$ cat src/rtl/seq_gen_if.sv
// rtl/seq_gen_if.sv - control/status bundle between a sequence-generator driver and seq_gen
interface seq_gen_if #(
    parameter int CW = 4
) ();
    logic          start;
    logic [CW-1:0] cnt;
    logic [CW-1:0] gap;
    logic          stop;
    logic          dout;
    logic          busy;
    logic          done;
    logic [2:0]    state;
    logic [CW-1:0] frame_cnt;

    modport master (
        output start, cnt, gap, stop,
        input  dout, busy, done, state, frame_cnt
    );

    modport slave (
        input  start, cnt, gap, stop,
        output dout, busy, done, state, frame_cnt
    );
endinterface

$ cat src/rtl/seq_gen.sv
// rtl/seq_gen.sv - framed serial pattern generator, MSB first, with frame count, gap and graceful stop
module seq_gen #(
    parameter int              PLEN    = 6,
    parameter logic [PLEN-1:0] PATTERN = 6'b101011,
    parameter int              CW      = 4
) (
    input  logic   clk,
    input  logic   rst,
    seq_gen_if.slave sg
);
    localparam int IW = (PLEN > 1) ? $clog2(PLEN) : 1;

    typedef enum logic [2:0] {
        S_IDLE = 3'b000,
        S_SEND = 3'b001,
        S_GAP  = 3'b010,
        S_DONE = 3'b100
    } state_t;

    state_t        state_q;
    logic [IW-1:0] idx_q;
    logic [PLEN-1:0] pat_q;
    logic [CW-1:0] cnt_q;
    logic [CW-1:0] gap_q;
    logic [CW-1:0] gap_left_q;
    logic [CW-1:0] frame_cnt_q;
    logic          stop_pend_q;
    logic          dout_q;
    logic          busy_q;
    logic          done_q;

    logic [CW-1:0] frame_cnt_d;
    logic          last_frame;

    always_comb begin
        frame_cnt_d = frame_cnt_q + 1'b1;
        last_frame  = ((cnt_q != '0) && (frame_cnt_d == cnt_q)) || stop_pend_q || sg.stop;
    end

    // dout_q always holds the bit for the cycle being entered; pat_q holds the bits still to go.
    always_ff @(posedge clk or posedge rst) begin
        if (rst) begin
            state_q     <= S_IDLE;
            idx_q       <= '0;
            pat_q       <= '0;
            cnt_q       <= '0;
            gap_q       <= '0;
            gap_left_q  <= '0;
            frame_cnt_q <= '0;
            stop_pend_q <= 1'b0;
            dout_q      <= 1'b0;
            busy_q      <= 1'b0;
            done_q      <= 1'b0;
        end else begin
            done_q <= 1'b0;
            case (state_q)
                S_IDLE: begin
                    dout_q <= 1'b0;
                    busy_q <= 1'b0;
                    if (sg.start) begin
                        cnt_q       <= sg.cnt;
                        gap_q       <= sg.gap;
                        stop_pend_q <= 1'b0;
                        frame_cnt_q <= '0;
                        idx_q       <= '0;
                        pat_q       <= {PATTERN[PLEN-2:0], 1'b0};
                        dout_q      <= PATTERN[PLEN-1];
                        busy_q      <= 1'b1;
                        state_q     <= S_SEND;
                    end
                end
                S_SEND: begin
                    if (sg.stop) stop_pend_q <= 1'b1;
                    if (idx_q == IW'(PLEN-1)) begin
                        frame_cnt_q <= frame_cnt_d;
                        if (last_frame) begin
                            state_q <= S_DONE;
                            dout_q  <= 1'b0;
                            busy_q  <= 1'b0;
                            done_q  <= 1'b1;
                        end else if (gap_q == '0) begin
                            idx_q  <= '0;
                            pat_q  <= {PATTERN[PLEN-2:0], 1'b0};
                            dout_q <= PATTERN[PLEN-1];
                        end else begin
                            state_q    <= S_GAP;
                            gap_left_q <= gap_q - 1'b1;
                            dout_q     <= 1'b0;
                        end
                    end else begin
                        idx_q  <= idx_q + 1'b1;
                        dout_q <= pat_q[PLEN-1];
                        pat_q  <= {pat_q[PLEN-2:0], 1'b0};
                    end
                end
                S_GAP: begin
                    if (sg.stop) begin
                        state_q <= S_DONE;
                        dout_q  <= 1'b0;
                        busy_q  <= 1'b0;
                        done_q  <= 1'b1;
                    end else if (gap_left_q == '0) begin
                        state_q <= S_SEND;
                        idx_q   <= '0;
                        pat_q   <= {PATTERN[PLEN-2:0], 1'b0};
                        dout_q  <= PATTERN[PLEN-1];
                    end else begin
                        gap_left_q <= gap_left_q - 1'b1;
                    end
                end
                S_DONE: begin
                    state_q <= S_IDLE;
                    dout_q  <= 1'b0;
                    busy_q  <= 1'b0;
                end
                default: begin
                    state_q <= S_IDLE;
                    dout_q  <= 1'b0;
                    busy_q  <= 1'b0;
                end
            endcase
        end
    end

    assign sg.dout      = dout_q;
    assign sg.busy      = busy_q;
    assign sg.done      = done_q;
    assign sg.state     = state_q;
    assign sg.frame_cnt = frame_cnt_q;
endmodule

$ cat src/flat_wrapper.sv
// flat-port wrapper written by rule: the top's interface ports become plain ports
module seq_gen_flat 
#(
    parameter int              PLEN    = 6,
    parameter logic [PLEN-1:0] PATTERN = 6'b101011,
    parameter int              CW      = 4
)
  (clk, rst, sg_start, sg_cnt, sg_gap, sg_stop, sg_dout, sg_busy, sg_done, sg_state, sg_frame_cnt);
  seq_gen_if #(.CW(CW)) sg_i ();
  input  logic clk;
  input  logic rst;
  input wire logic [$bits(sg_i.start)-1:0] sg_start;
  input wire logic [$bits(sg_i.cnt)-1:0] sg_cnt;
  input wire logic [$bits(sg_i.gap)-1:0] sg_gap;
  input wire logic [$bits(sg_i.stop)-1:0] sg_stop;
  output wire logic [$bits(sg_i.dout)-1:0] sg_dout;
  output wire logic [$bits(sg_i.busy)-1:0] sg_busy;
  output wire logic [$bits(sg_i.done)-1:0] sg_done;
  output wire logic [$bits(sg_i.state)-1:0] sg_state;
  output wire logic [$bits(sg_i.frame_cnt)-1:0] sg_frame_cnt;
  assign sg_i.start = sg_start;
  assign sg_i.cnt = sg_cnt;
  assign sg_i.gap = sg_gap;
  assign sg_i.stop = sg_stop;
  assign sg_dout = sg_i.dout;
  assign sg_busy = sg_i.busy;
  assign sg_done = sg_i.done;
  assign sg_state = sg_i.state;
  assign sg_frame_cnt = sg_i.frame_cnt;
  seq_gen #(.PLEN(PLEN), .PATTERN(PATTERN), .CW(CW)) u_core (.clk(clk), .rst(rst), .sg(sg_i));
endmodule
$ cat config.mk
export PLATFORM = sky130hd
export DESIGN_NAME = seq_gen_flat
export DESIGN_NICKNAME = d
export VERILOG_FILES = /design/src/rtl/seq_gen_if.sv /design/src/rtl/seq_gen.sv /design/src/flat_wrapper.sv
export SDC_FILE = /design/constraint.sdc
export NUM_CORES = 1
export LEC_CHECK = 0
export ABC_CLOCK_PERIOD_IN_PS = 2100
export CAP_MARGIN = 0
export CELL_PAD_IN_SITES_DETAIL_PLACEMENT = 1
export CELL_PAD_IN_SITES_GLOBAL_PLACEMENT = 1
export CORE_AREA = 2 2 81 83
export DETAILED_ROUTE_END_ITERATION = 7
export DIE_AREA = 0 0 83 85
export GPL_TIMING_DRIVEN = 0
export PLACE_DENSITY = 0.63
export SYNTH_ARGS = -nofsm -noshare
export SYNTH_HDL_FRONTEND = slang
export SYNTH_SLANG_ARGS = --single-unit
$ cat constraint.sdc
create_clock -name clk -period 2.1 [get_ports clk]
set_input_delay 0.21 -clock clk [delete_from_list [all_inputs] [get_ports clk]]
set_output_delay 0.21 -clock clk [all_outputs]
set_load 0.01 [all_outputs]
---- After elaboration in Yosys (flattened, before gate mapping) ----
Index checks and enable logic that the tools add are counted.
word-level totals
  register bits after elaboration ......... 32
  bits in latches ......................... 0
  bits in writable memories ............... 0
  ROM bits ................................ 0
  bits of input ports ..................... 12
  output and inout port bits .............. 10
  logic and storage cells ................. 98
  memories ................................ 0
cells by class
  add/subtract/negate cells ............... 4
  multipliers ............................. 0
  div/mod/pow operators ................... 0
  order comparisons ....................... 0
  equal/unequal tests ..................... 18
  shifts and indexed selects .............. 0
  mux-type cells .......................... 48
  bitwise gates (word level) .............. 0
  reduce and logical (&&, ||, !) cells .... 17
operators by type and width
  operator                                                count
  2-to-1 mux 3 bit                                        12
  2-to-1 mux 6 bit                                        6
  2-to-1 mux 4 bit                                        7
  one-hot mux 3 bit (3 select lines)                      2
  one-hot mux 6 bit (3 select lines)                      1
  one-hot mux 4 bit (2 select lines)                      2
  2-to-1 mux 1 bit                                        14
  inequality test 2 bit (second input constant)           7
  AND reduction 6 bit                                     2
  AND reduction 3 bit                                     3
  logical NOT 4 bit                                       2
  subtractor 4 x 1 -> 4 bit (second input constant)       2
  inequality test 2 x 1 -> 1 bit (second input constant)  3
  inequality test 3 x 2 -> 1 bit (second input constant)  2
  inequality test 3 bit (second input constant)           2
  one-hot mux 1 bit (3 select lines)                      2
  adder 4 x 1 -> 4 bit (second input constant)            1
  == test 4 bit                                           1
  one-hot mux 1 bit (2 select lines)                      2
  AND reduction 4 bit                                     1
  nonzero test 2 bit                                      2
  nonzero test 4 bit                                      1
  adder 3 x 1 -> 3 bit (second input constant)            1
  == test 3 x 1 -> 1 bit (second input constant)          1
  7 further kinds                                         8

---- Depth between registers and ports, before layout ----
Gate-level depths: netlist (run 1).
  word-level depth ........................ 8
  gate-level depth with buffers ........... 10
  gate-level depth less buffers ........... 9

---- Worst setup path after synthesis (run 1) ----
OpenSTA, ideal clock, no wires.
  path type ............................... register -> register
  start point ............................. reg u_core.frame_cnt_q[0], in the netlist u_core.sg.frame_cnt[0]
  end point ............................... reg u_core.gap_left_q[0]
  data arrival time ....................... 1.958 ns
  setup slack ............................. 0.017 ns
  cell stages (with the launch flop) ...... 7
  period minus slack after synthesis ...... 2.083 ns
  cells stage by stage .................... dfrtp_1 ha_1 xor2_1 and2_1 o2111a_2 o31ai_4 mux2_4
between the ends
  word-level cells in the longest chain between the ends .. 7
ends and longest elaborated chain
  item                             RTL line        RTL
  start, declared                  seq_gen.sv:26   logic [CW-1:0] frame_cnt_q;
  start signal, assigned           seq_gen.sv:75   frame_cnt_q <= frame_cnt_d;
  adder 4 x 1 -> 4 bit             seq_gen.sv:36   frame_cnt_d = frame_cnt_q + 1'b1;
  == test 4 bit                    seq_gen.sv:37   last_frame = ((cnt_q != '0) && (frame_cnt_d == cnt_q)) || stop_pend_q || sg.stop;
  logical AND 1 bit                seq_gen.sv:37
  logical OR 1 bit (2 in a row)    seq_gen.sv:37
  inequality test 2 bit (no line)  n/a
  AND reduction 6 bit (no line)    n/a
  end signal, assigned             seq_gen.sv:87   gap_left_q <= gap_q - 1'b1;
  end signal, assigned             seq_gen.sv:108  gap_left_q <= gap_left_q - 1'b1;
  end, declared                    seq_gen.sv:25   logic [CW-1:0] gap_left_q;
No other way between the ends.
A chain may end at the register's enable or synchronous reset.

---- Worst setup path in the final report (run 1) ----
Ends and elaborated chain as after synthesis.

==> results.md, run 1 <==
* Synth top area share at 0.456
* CP max stage delay at 440 ps
* Cts hold-fix bufs at 0
* Commonest cells after routing, fill and taps aside: nand2_1 (37), dfrtp_1 (29), clkdlybuf4s50_1 (21), buf_4 (10), nor2_1 (10)
* Layout cells sized above 1 at 0.210
* Final nets at 232
* DPL Wire Length at 3020 um
* Worst-path fanout max at 4
* Routed Antenna Nets at 0
* Area occupied by multi-input gates at 942 sq um
* DR DRC count at 0
* Critical Path RT at 2270 ps
* Vias per Instance at 4.85
* Rel. slew slack at 0.542
* CTS H-tree lvls at 2
* Clock power share at 0.176
* Crit path max-delay cell type: dfrtp_2
* Clock-pin slew on the worst setup and hold paths at 70 ps
* Routed WL at 4340 um
* Wire length per cell at 14.7 um
* Pin count of the biggest net entering global routing at 32
* DIE WIDTH at 83 um
* Place WS at -138 ps
* Sink Count at 31
* Peak VDD IR at 0.431 mV
* Leakage at 0.996 nW
* Cells after Synth at 179
* Number of global-route vias before repair at 1,446
* Vias post-DR at 1,435
* Reg area at 778 sq um
* Setup CP Type: reg2reg
* Initial antenna violation count at 0
* Port-buffer cells at 21
* Fmax achieved at 484 MHz
* Synth Net Count at 193
* Min Clock Period, post-route at 2070 ps
* Worst setup margin at 34.9 ps
* Post-placement cell area at 2010 sq um
* Synth unique cells at 51
* CTS root buf: clkbuf_8
* Fin crit share at 0.983
* All-Layer GR Usage at 0.127
* First drt pass iteration count at 4
* Yosys reg bits at 31
* Hold slack at 226 ps
* Initial core utilization at 0.274
* Max-slew violations at 0
* Final instance area at 2310 sq um
* Warnings, synthesis at 0
* Final hold vios at 0
* Final Util at 0.373
* Power per cell area at 1540 nW/um^2
* CP delay by family, top: compound AO/OA/AOI/OAI gates
* Die ar. at 7060 sq um
* Io pins at 22
* Core area at 6200 sq um
* First-pass GRT wire length at 7130 um
* Filler Cell Count at 717
* CTS buffer count at 5
* GR Overflow Total at 0
* Switch Pwr at 1.42 mW
* Status: finished, final reports clean
* CTS tree: built
* Mean area per synthesized cell at 9.51 sq um
* GP Congestion at 0.715
* Starting DRT DRC Count at 25
* Dpl cells at 277
* Die H at 85 um
* Max-cap violations at 0
* Synth area leader: dfrtp_1
* # diodes at 0
* Register area share after synthesis at 0.456
* Largest cells by area after synthesis: dfrtp_1 (46%), nand2_1 (8.4%), o21ai_0 (2.6%)
* CTS Buffer Depth at 2
* Commonest non-fill, non-tap cell in the layout: nand2_1
* Flop pwr share at 0.311
* Area Overhead vs Synth at 36.0%
* Final non-filler cell total at 296
* Crit-path cells: ha_4 -> xor2_2 -> and2_4 -> o2111a_2 -> o31ai_4 -> buf_6 -> mux2_4
* Final-report setup violation count at 0
* Hold crit path type: in2async
* Setup Total Neg Slack at 0 ps
* Net Sw Frac at 0.399
* Worst Skew at 5.89 ps
* Mapped Area at 1700 sq um
* Total power at 3.56 mW
* Clk_lat worst skew at 290 ps
* Worst Path Buf+Inv at 1
* CP startpoint kind: flip-flop
* FP Rows at 29
* Cell internal pwr at 2.14 mW
* Crit. End Element: flip-flop
* Logic pwr share at 0.513
* Arrival time worst endpoint at 2240 ps
* Pin slew with the least headroom to its limit at 681 ps
synth_stat cells (all sizes together):
library cell and instances:
nand2 39, dfrtp 31, nor2 12, inv 9, o21ai 9, a21oi 7
a31oi 5, nand3 4, nor3 4, a211oi 3, a21o 3, and2 3
buf 3, mux2i 3, o31ai 3, xnor2 3, a221o 2, ha 2
mux2 2, nand3b 2, nor2b 2, nor3b 2, nor4 2, o21a 2
o21bai 2, o22ai 2, or3 2, or4 2, xor2 2, a211o 1
a22o 1, a2bb2oi 1, a32o 1, and3 1, clkbuf 1, nand4 1
nand4b 1, o2111a 1, o2111ai 1, o221ai 1, or3b 1
power groups by stage:
| stage | Sequential, mW | Combinational, mW | Clock (mW) |
|---|---|---|---|
| detailed placement | 1.12 | 1.56 | 0 |
| finish | 1.11 | 1.83 | 0.627 |
| floorplan | 1.09 | 1.12 | 0 |
| global placement | 1.11 | 1.52 | 0 |
| CTS | 1.12 | 1.60 | 0.643 |
| global route | 1.15 | 2.03 | 0.666 |
area by class of cell:
| type | count | area share |
|---|---|---|
| multi-input cells | 135 | 0.407 |
| inverters | 9 | 0.0146 |
| clock inverters | 2 | 0.0151 |
| flip-flops and latches | 31 | 0.336 |
| plain buffers | 4 | 0.0114 |
| well taps | 77 | 0.0416 |
| repair buffers | 32 | 0.138 |
| clock buffers | 6 | 0.0357 |
worst reg2reg max path: stages, from the launching register on:
cell and delay, ps:
dfrtp_2 440, ha_4 180, xor2_2 160, and2_4 170
o2111a_2 290, o31ai_4 270, buf_6 150, mux2_4 290
state kept, by name, indices dropped and copies added (netlist names):
| name | count |
|---|---|
| u_core.sg.done | 1 |
| u_core.gap_q | 4 |
| u_core.sg.dout | 1 |
| u_core.pat_q | 5 |
| u_core.stop_pend_q | 1 |
| u_core.sg.busy | 1 |
| u_core.cnt_q | 4 |
| u_core.sg.frame_cnt | 4 |
| u_core.sg.state | 3 |
| u_core.idx_q | 3 |
| u_core.gap_left_q | 4 |
routing by layer:
layer  up-vias  GRT usage  part of all wire
met4         0     0.0492             0.018
met5         -          0                 0
li1        717          -                 -
met1       690      0.160              0.48
met2        21      0.214              0.48
met3         7     0.0263             0.024
final timing paths:
path / endpoint / from / slack [ps] / cells past startpoint
setup / recovery: u_core.gap_left_q[0]$_DFFE_PP0P_ / u_core.sg.frame_cnt[0]$_DFFE_PP0P_ / 30 / 7
hold / removal: u_core.pat_q[2]$_DFFE_PP0P_ / rst / 230 / 2
setup reg to reg: u_core.gap_left_q[0]$_DFFE_PP0P_ / u_core.sg.frame_cnt[0]$_DFFE_PP0P_ / 30 / 7
hold reg to reg: u_core.pat_q[1]$_DFFE_PP0P_ / u_core.pat_q[1]$_DFFE_PP0P_ / 500 / 2
max in group asynchronous: u_core.sg.frame_cnt[0]$_DFFE_PP0P_ / rst / 1430 / 3
min in group clk: u_core.gap_q[1]$_DFFE_PP0P_ / sg_gap[1] / 450 / 3
repair_timing:
action                                  in CTS  in global routing
gates cloned                                 0                  0
endpoints found under the setup margin       4                 11
pin swaps                                    1                  3
buffers inserted                             2                  8
gates resized for setup                      5                 14
logic make-up (layout without fill, tap and decap cells):
family | after synthesis | count (layout) | share of synthesized area
AO/OA/AOI/OAI | 45 | 45 | 0.195
buffers and inverters | 13 | 53 | 0.0324
XOR/XNOR | 5 | 5 | 0.0257
AND/OR/NAND/NOR | 78 | 78 | 0.241
flip-flops | 31 | 31 | 0.456
multiplexers | 5 | 5 | 0.0353
adder cells (fa/ha/maj) | 2 | 2 | 0.0147
(Power assumes the default switching activity.)
==> run 2: changes to the inputs <==
--- a/config.mk
+++ b/config.mk
@@ -13,7 +13,7 @@
 export DETAILED_ROUTE_END_ITERATION = 7
 export DIE_AREA = 0 0 83 85
 export GPL_TIMING_DRIVEN = 0
-export PLACE_DENSITY = 0.63
+export PLACE_DENSITY_LB_ADDON = 0.1
 export SYNTH_ARGS = -nofsm -noshare
 export SYNTH_HDL_FRONTEND = slang
 export SYNTH_SLANG_ARGS = --single-unit
==> run 2 against run 1 <==
  * Non-clock buffer count down 4
  * Critical path depth down 1
  * Sequential power about the same
  * Register-to-register slack about the same
  * Maximum frequency down 0.13%
  * Worst hold slack worse by 27 ps
  * Global-route usage up 0.69 points
  * Worst setup slack worse by 2.6 ps
  * Clock power down 15%
==> results.md, run 2 (same netlist as run 1, synthesis figures left out) <==
* RSZ-0062 raised after global routing: true
* Number of global-route vias before repair at 1,526
* All-Layer GR Usage at 0.134
* Max-slew violations at 0
* Post-placement cell area at 2010 sq um
* GP Congestion at 0.733
* Pin slew with the least headroom to its limit at 675 ps
* FP Rows at 29
* DPL Wire Length at 3220 um
* Setup CP Type: reg2reg
* Crit path max-delay cell type: dfrtp_2
* Reg2reg start: u_core.sg.frame_cnt[1]$_DFFE_PP0P_
* Initial core utilization at 0.274
* CP max stage delay at 440 ps
* Sink Count at 31
* CTS tree: built
* R2R cell count at 6
* Core area at 6200 sq um
* Crit. End Element: flip-flop
* Max reg flops at 5
* First-pass GRT wire length at 7600 um
* Biggest register: u_core.pat_q
* Cts hold-fix bufs at 0
* Fin crit share at 0.985
* GR Overflow Total at 0
* Final instance area at 2240 sq um
* Final hold vios at 0
* Worst-path fanout max at 5
* Setup Total Neg Slack at 0 ps
* Crit-path cells: ha_4 -> xor2_2 -> and2_4 -> o2111a_2 -> o31ai_4 -> mux2_4
* Routed WL at 4480 um
* Worst Skew at 8.72 ps
* Commonest non-fill, non-tap cell in the layout: nand2_1
* Clk_lat worst skew at 290 ps
* Final nets at 228
* CTS Buffer Depth at 2
* Min Clock Period, post-route at 2070 ps
* CTS buffer count at 5
* Critical Path RT at 2270 ps
* Vias per Instance at 4.94
* Routed Antenna Nets at 0
* Wire length per cell at 15.3 um
* Hold crit path type: in2async
* CTS root buf: clkbuf_8
* Worst setup margin at 32.3 ps
* First drt pass iteration count at 4
* Port-buffer cells at 21
* Power per cell area at 1500 nW/um^2
* Commonest cells after routing, fill and taps aside: nand2_1 (37), dfrtp_1 (28), clkdlybuf4s50_1 (21), nor2_1 (10), o21ai_0 (9)
* Layout cells sized above 1 at 0.186
* Rel. slew slack at 0.547
* Max-cap violations at 0
* Die ar. at 7060 sq um
* CP startpoint kind: flip-flop
* R2r endpoint: u_core.gap_left_q[2]$_DFFE_PP0P_
* DIE WIDTH at 83 um
* Leakage at 0.957 nW
* Clock-pin slew on the worst setup and hold paths at 70 ps
* Initial antenna violation count at 0
* Die H at 85 um
* Arrival time worst endpoint at 2230 ps
* # diodes at 0
* Area Overhead vs Synth at 31.5%
* Status: finished, final reports clean
* Total power at 3.36 mW
* Pin count of the biggest net entering global routing at 32
* Place WS at -139 ps
* DR DRC count at 0
* Final-report setup violation count at 0
* Fmax achieved at 484 MHz
* Peak VDD IR at 0.465 mV
* Vias post-DR at 1,442
* R2R Setup Slk at 30 ps
* Io pins at 22
* Starting DRT DRC Count at 56
* CTS H-tree lvls at 2
[run 2: worst max-delay path by stage]
stage / from / end / slack (ps) / cells after the start
after floorplan: u_core.sg.frame_cnt[0]$_DFFE_PP0P_ / u_core.gap_left_q[0]$_DFFE_PP0P_ / 20 / 6
after global placement: u_core.sg.frame_cnt[0]$_DFFE_PP0P_ / u_core.gap_left_q[0]$_DFFE_PP0P_ / -90 / 6
after detailed placement: u_core.sg.state[1]$_DFFE_PP0P_ / u_core.gap_left_q[2]$_DFFE_PP0P_ / -140 / 8
after CTS: u_core.sg.frame_cnt[1]$_DFFE_PP0P_ / u_core.gap_left_q[0]$_DFFE_PP0P_ / 20 / 6
after global routing: u_core.sg.frame_cnt[1]$_DFFE_PP0P_ / u_core.gap_left_q[2]$_DFFE_PP0P_ / -50 / 6
final: u_core.sg.frame_cnt[1]$_DFFE_PP0P_ / u_core.gap_left_q[2]$_DFFE_PP0P_ / 30 / 6
[run 2: through the flow]
step | cells | hold WS [ps] | util
after global placement | 277 | 464 | 0.324
after global routing | 292 | 247 | 0.361
final | 292 | 199 | 0.361
after detailed placement | 277 | 475 | 0.324
after floorplan | 179 | 314 | -
after CTS | 287 | 442 | 0.345
[run 2: worst max-delay path, delay by kind of cell, from the launching register on]
kind / cells / cell delay, ps
xor gates and xnor gates: 1 / 150
AOI/OAI and AO/OA: 2 / 680
adders and majority gates: 1 / 180
DFF: 1 / 440
and+or+nand+nor: 1 / 150
muxes: 1 / 330
[run 2: what timing repair did]
action,CTS,global route
gates resized for setup,4,9
pin swaps,1,3
setup endpoints to repair,5,10
buffers inserted,2,4
[run 2: layer usage]
layer	vias up	routed length (um)	track usage
met5	-	0	0
met4	0	63	0.0492
met3	5	139	0.0272
met2	23	2150	0.226
met1	713	2130	0.170
li1	701	-	-
[run 2: power by group]
group,internal [mW],switching (mW),leakage [nW]
clock,0.298,0.238,0.0505
combinational,0.799,0.916,0.529
sequential,0.866,0.243,0.377
[run 2: final cells by class]
class                      count  area (sq um)
sequential                    31           779
clock buffer                   7          96.3
clock inverter                 1          7.51
inverter                       9          33.8
buffer                         4          23.8
tap                           77          96.3
fill                         708          3970
multi-input combinational    135           918
timing repair buffer          28           283
==> run 3: changes to the inputs <==
--- a/config.mk
+++ b/config.mk
@@ -9,11 +9,13 @@
 export CAP_MARGIN = 0
 export CELL_PAD_IN_SITES_DETAIL_PLACEMENT = 1
 export CELL_PAD_IN_SITES_GLOBAL_PLACEMENT = 1
-export CORE_AREA = 2 2 81 83
+export CORE_AREA = 2 2 78 80
+export CTS_CLUSTER_DIAMETER = 30
 export DETAILED_ROUTE_END_ITERATION = 7
-export DIE_AREA = 0 0 83 85
+export DIE_AREA = 0 0 80 82
 export GPL_TIMING_DRIVEN = 0
 export PLACE_DENSITY_LB_ADDON = 0.1
+export SLEW_MARGIN = 20
 export SYNTH_ARGS = -nofsm -noshare
 export SYNTH_HDL_FRONTEND = slang
 export SYNTH_SLANG_ARGS = --single-unit
==> run 3 against run 2 <==
  * Cell count fell by 0.34%
  * Global-route usage rose by 1.8 points
  * Maximum frequency rose by 0.73%
  * Total power rose by 2.9%
==> results.md, run 3 (same netlist as run 1, synthesis figures left out) <==
* Routed Antenna Nets at 0
* Fmax achieved at 487 MHz
* GP Congestion at 0.755
* # diodes at 0
* Arrival time worst endpoint at 2220 ps
* CTS root buf: clkbuf_8
* Dpl cells at 275
* Filler Cell Count at 671
* Final hold vios at 0
* Biggest register: u_core.pat_q
* Area Overhead vs Synth at 31.3%
* Max-slew violations at 0
* Pin slew with the least headroom to its limit at 679 ps
* CP startpoint kind: flip-flop
* Fin crit share at 0.978
* Clock-pin slew on the worst setup and hold paths at 70 ps
* Core area at 5750 sq um
* Setup Total Neg Slack at 0 ps
* Power per cell area at 1550 nW/um^2
* Commonest cells after routing, fill and taps aside: nand2_1 (37), dfrtp_1 (29), clkdlybuf4s50_1 (21), buf_4 (10), nor2_1 (10)
* Worst setup margin at 47.2 ps
* Final non-filler cell total at 291
* Cts hold-fix bufs at 0
* All-Layer GR Usage at 0.152
* Initial antenna violation count at 0
* Final Util at 0.389
* Final-report setup violation count at 0
* RSZ-0062 raised after global routing: true
* DR DRC count at 0
* Max reg flops at 5
* Io pins at 22
* Setup CP Type: reg2reg
* FP Rows at 28
* Routed WL at 4430 um
* Wire length per cell at 15.2 um
* Starting DRT DRC Count at 73
* Port-buffer cells at 21
* GR Overflow Total at 0
* Peak VDD IR at 0.425 mV
* Vias per Instance at 5.02
* R2R Setup Slk at 50 ps
* Post-placement cell area at 2010 sq um
* Rel. slew slack at 0.546
* Layout cells sized above 1 at 0.194
* Hold crit path type: in2async
* Die ar. at 6560 sq um
* R2R cell count at 6
* Sink Count at 31
* Place WS at -131 ps
* Initial core utilization at 0.296
* First-pass GRT wire length at 7580 um
* Total power at 3.46 mW
* R2r endpoint: u_core.gap_left_q[0]$_DFFE_PP0P_
* Pin count of the biggest net entering global routing at 32
* Leakage at 0.971 nW
* Vias post-DR at 1,461
* CTS Buffer Depth at 2
* Max-cap violations at 0
* CTS H-tree lvls at 2
* DIE WIDTH at 80 um
* Reg2reg start: u_core.sg.frame_cnt[1]$_DFFE_PP0P_
* Final nets at 229
* Number of global-route vias before repair at 1,515
* Worst Skew at 3.04 ps
* Hold slack at 349 ps
* Commonest non-fill, non-tap cell in the layout: nand2_1
* Worst-path fanout max at 5
* CTS buffer count at 5
* CTS tree: built
* Clk_lat worst skew at 280 ps
* Critical Path RT at 2270 ps
* DPL Wire Length at 3190 um
* Die H at 82 um
* Status: finished, final reports clean
* Min Clock Period, post-route at 2050 ps
* Final instance area at 2230 sq um
* First drt pass iteration count at 4
* Crit. End Element: flip-flop
[run 3: per-layer routing]
| metal | wire [um] | GRT usage | vias up | part of all wire |
|---|---|---|---|---|
| met5 | 0 | 0 | - | 0 |
| met2 | 2110 | 0.244 | 22 | 0.48 |
| met1 | 2150 | 0.200 | 728 | 0.49 |
| met4 | 58 | 0.0559 | 0 | 0.013 |
| met3 | 113 | 0.0341 | 4 | 0.025 |
| li1 | - | - | 707 | - |
[run 3: area by class of cell]
cell class	instances	area [sq um]	share of cell area
repair buffers	29	270	0.121
flip-flops and latches	31	778	0.348
well taps	75	93.8	0.0420
inverters	9	33.8	0.0151
plain buffers	4	23.8	0.0106
clock buffers	6	82.6	0.0370
multi-input cells	135	917	0.410
clock inverters	2	35.0	0.0157
[run 3: power by group]
part,leakage (nW),switching (mW),internal [mW]
clock,0.0612,0.237,0.384
sequential,0.379,0.248,0.864
combinational,0.530,0.902,0.822
total,0.971,1.39,2.07
[run 3: worst max-delay path: stages, from the launching register on]
cell      delay [ps]
dfrtp_1          430
ha_4             200
xor2_2           150
and2_4           150
o2111a_2         280
o31ai_4          380
mux2_4           340
[run 3: worst max path at each step]
stage          slack (ps)                                to  cells past startpoint                          startpoint
2_1_floorplan          20  u_core.gap_left_q[0]$_DFFE_PP0P_                      6  u_core.sg.frame_cnt[0]$_DFFE_PP0P_
3_3_place_gp          -90  u_core.gap_left_q[0]$_DFFE_PP0P_                      6  u_core.sg.frame_cnt[0]$_DFFE_PP0P_
3_5_place_dp         -130  u_core.gap_left_q[0]$_DFFE_PP0P_                      6  u_core.sg.frame_cnt[0]$_DFFE_PP0P_
4_1_cts                40  u_core.gap_left_q[0]$_DFFE_PP0P_                      6  u_core.sg.frame_cnt[0]$_DFFE_PP0P_
5_1_grt               -50  u_core.gap_left_q[1]$_DFFE_PP0P_                      7  u_core.sg.frame_cnt[1]$_DFFE_PP0P_
6_report               50  u_core.gap_left_q[0]$_DFFE_PP0P_                      6  u_core.sg.frame_cnt[1]$_DFFE_PP0P_
[run 3: timing repair]
action | 4_1_cts | 5_1_grt
gates resized for setup | 5 | 7
pin swaps | 1 | 4
setup endpoints to repair | 8 | 8
setup buffers | 4 | 4
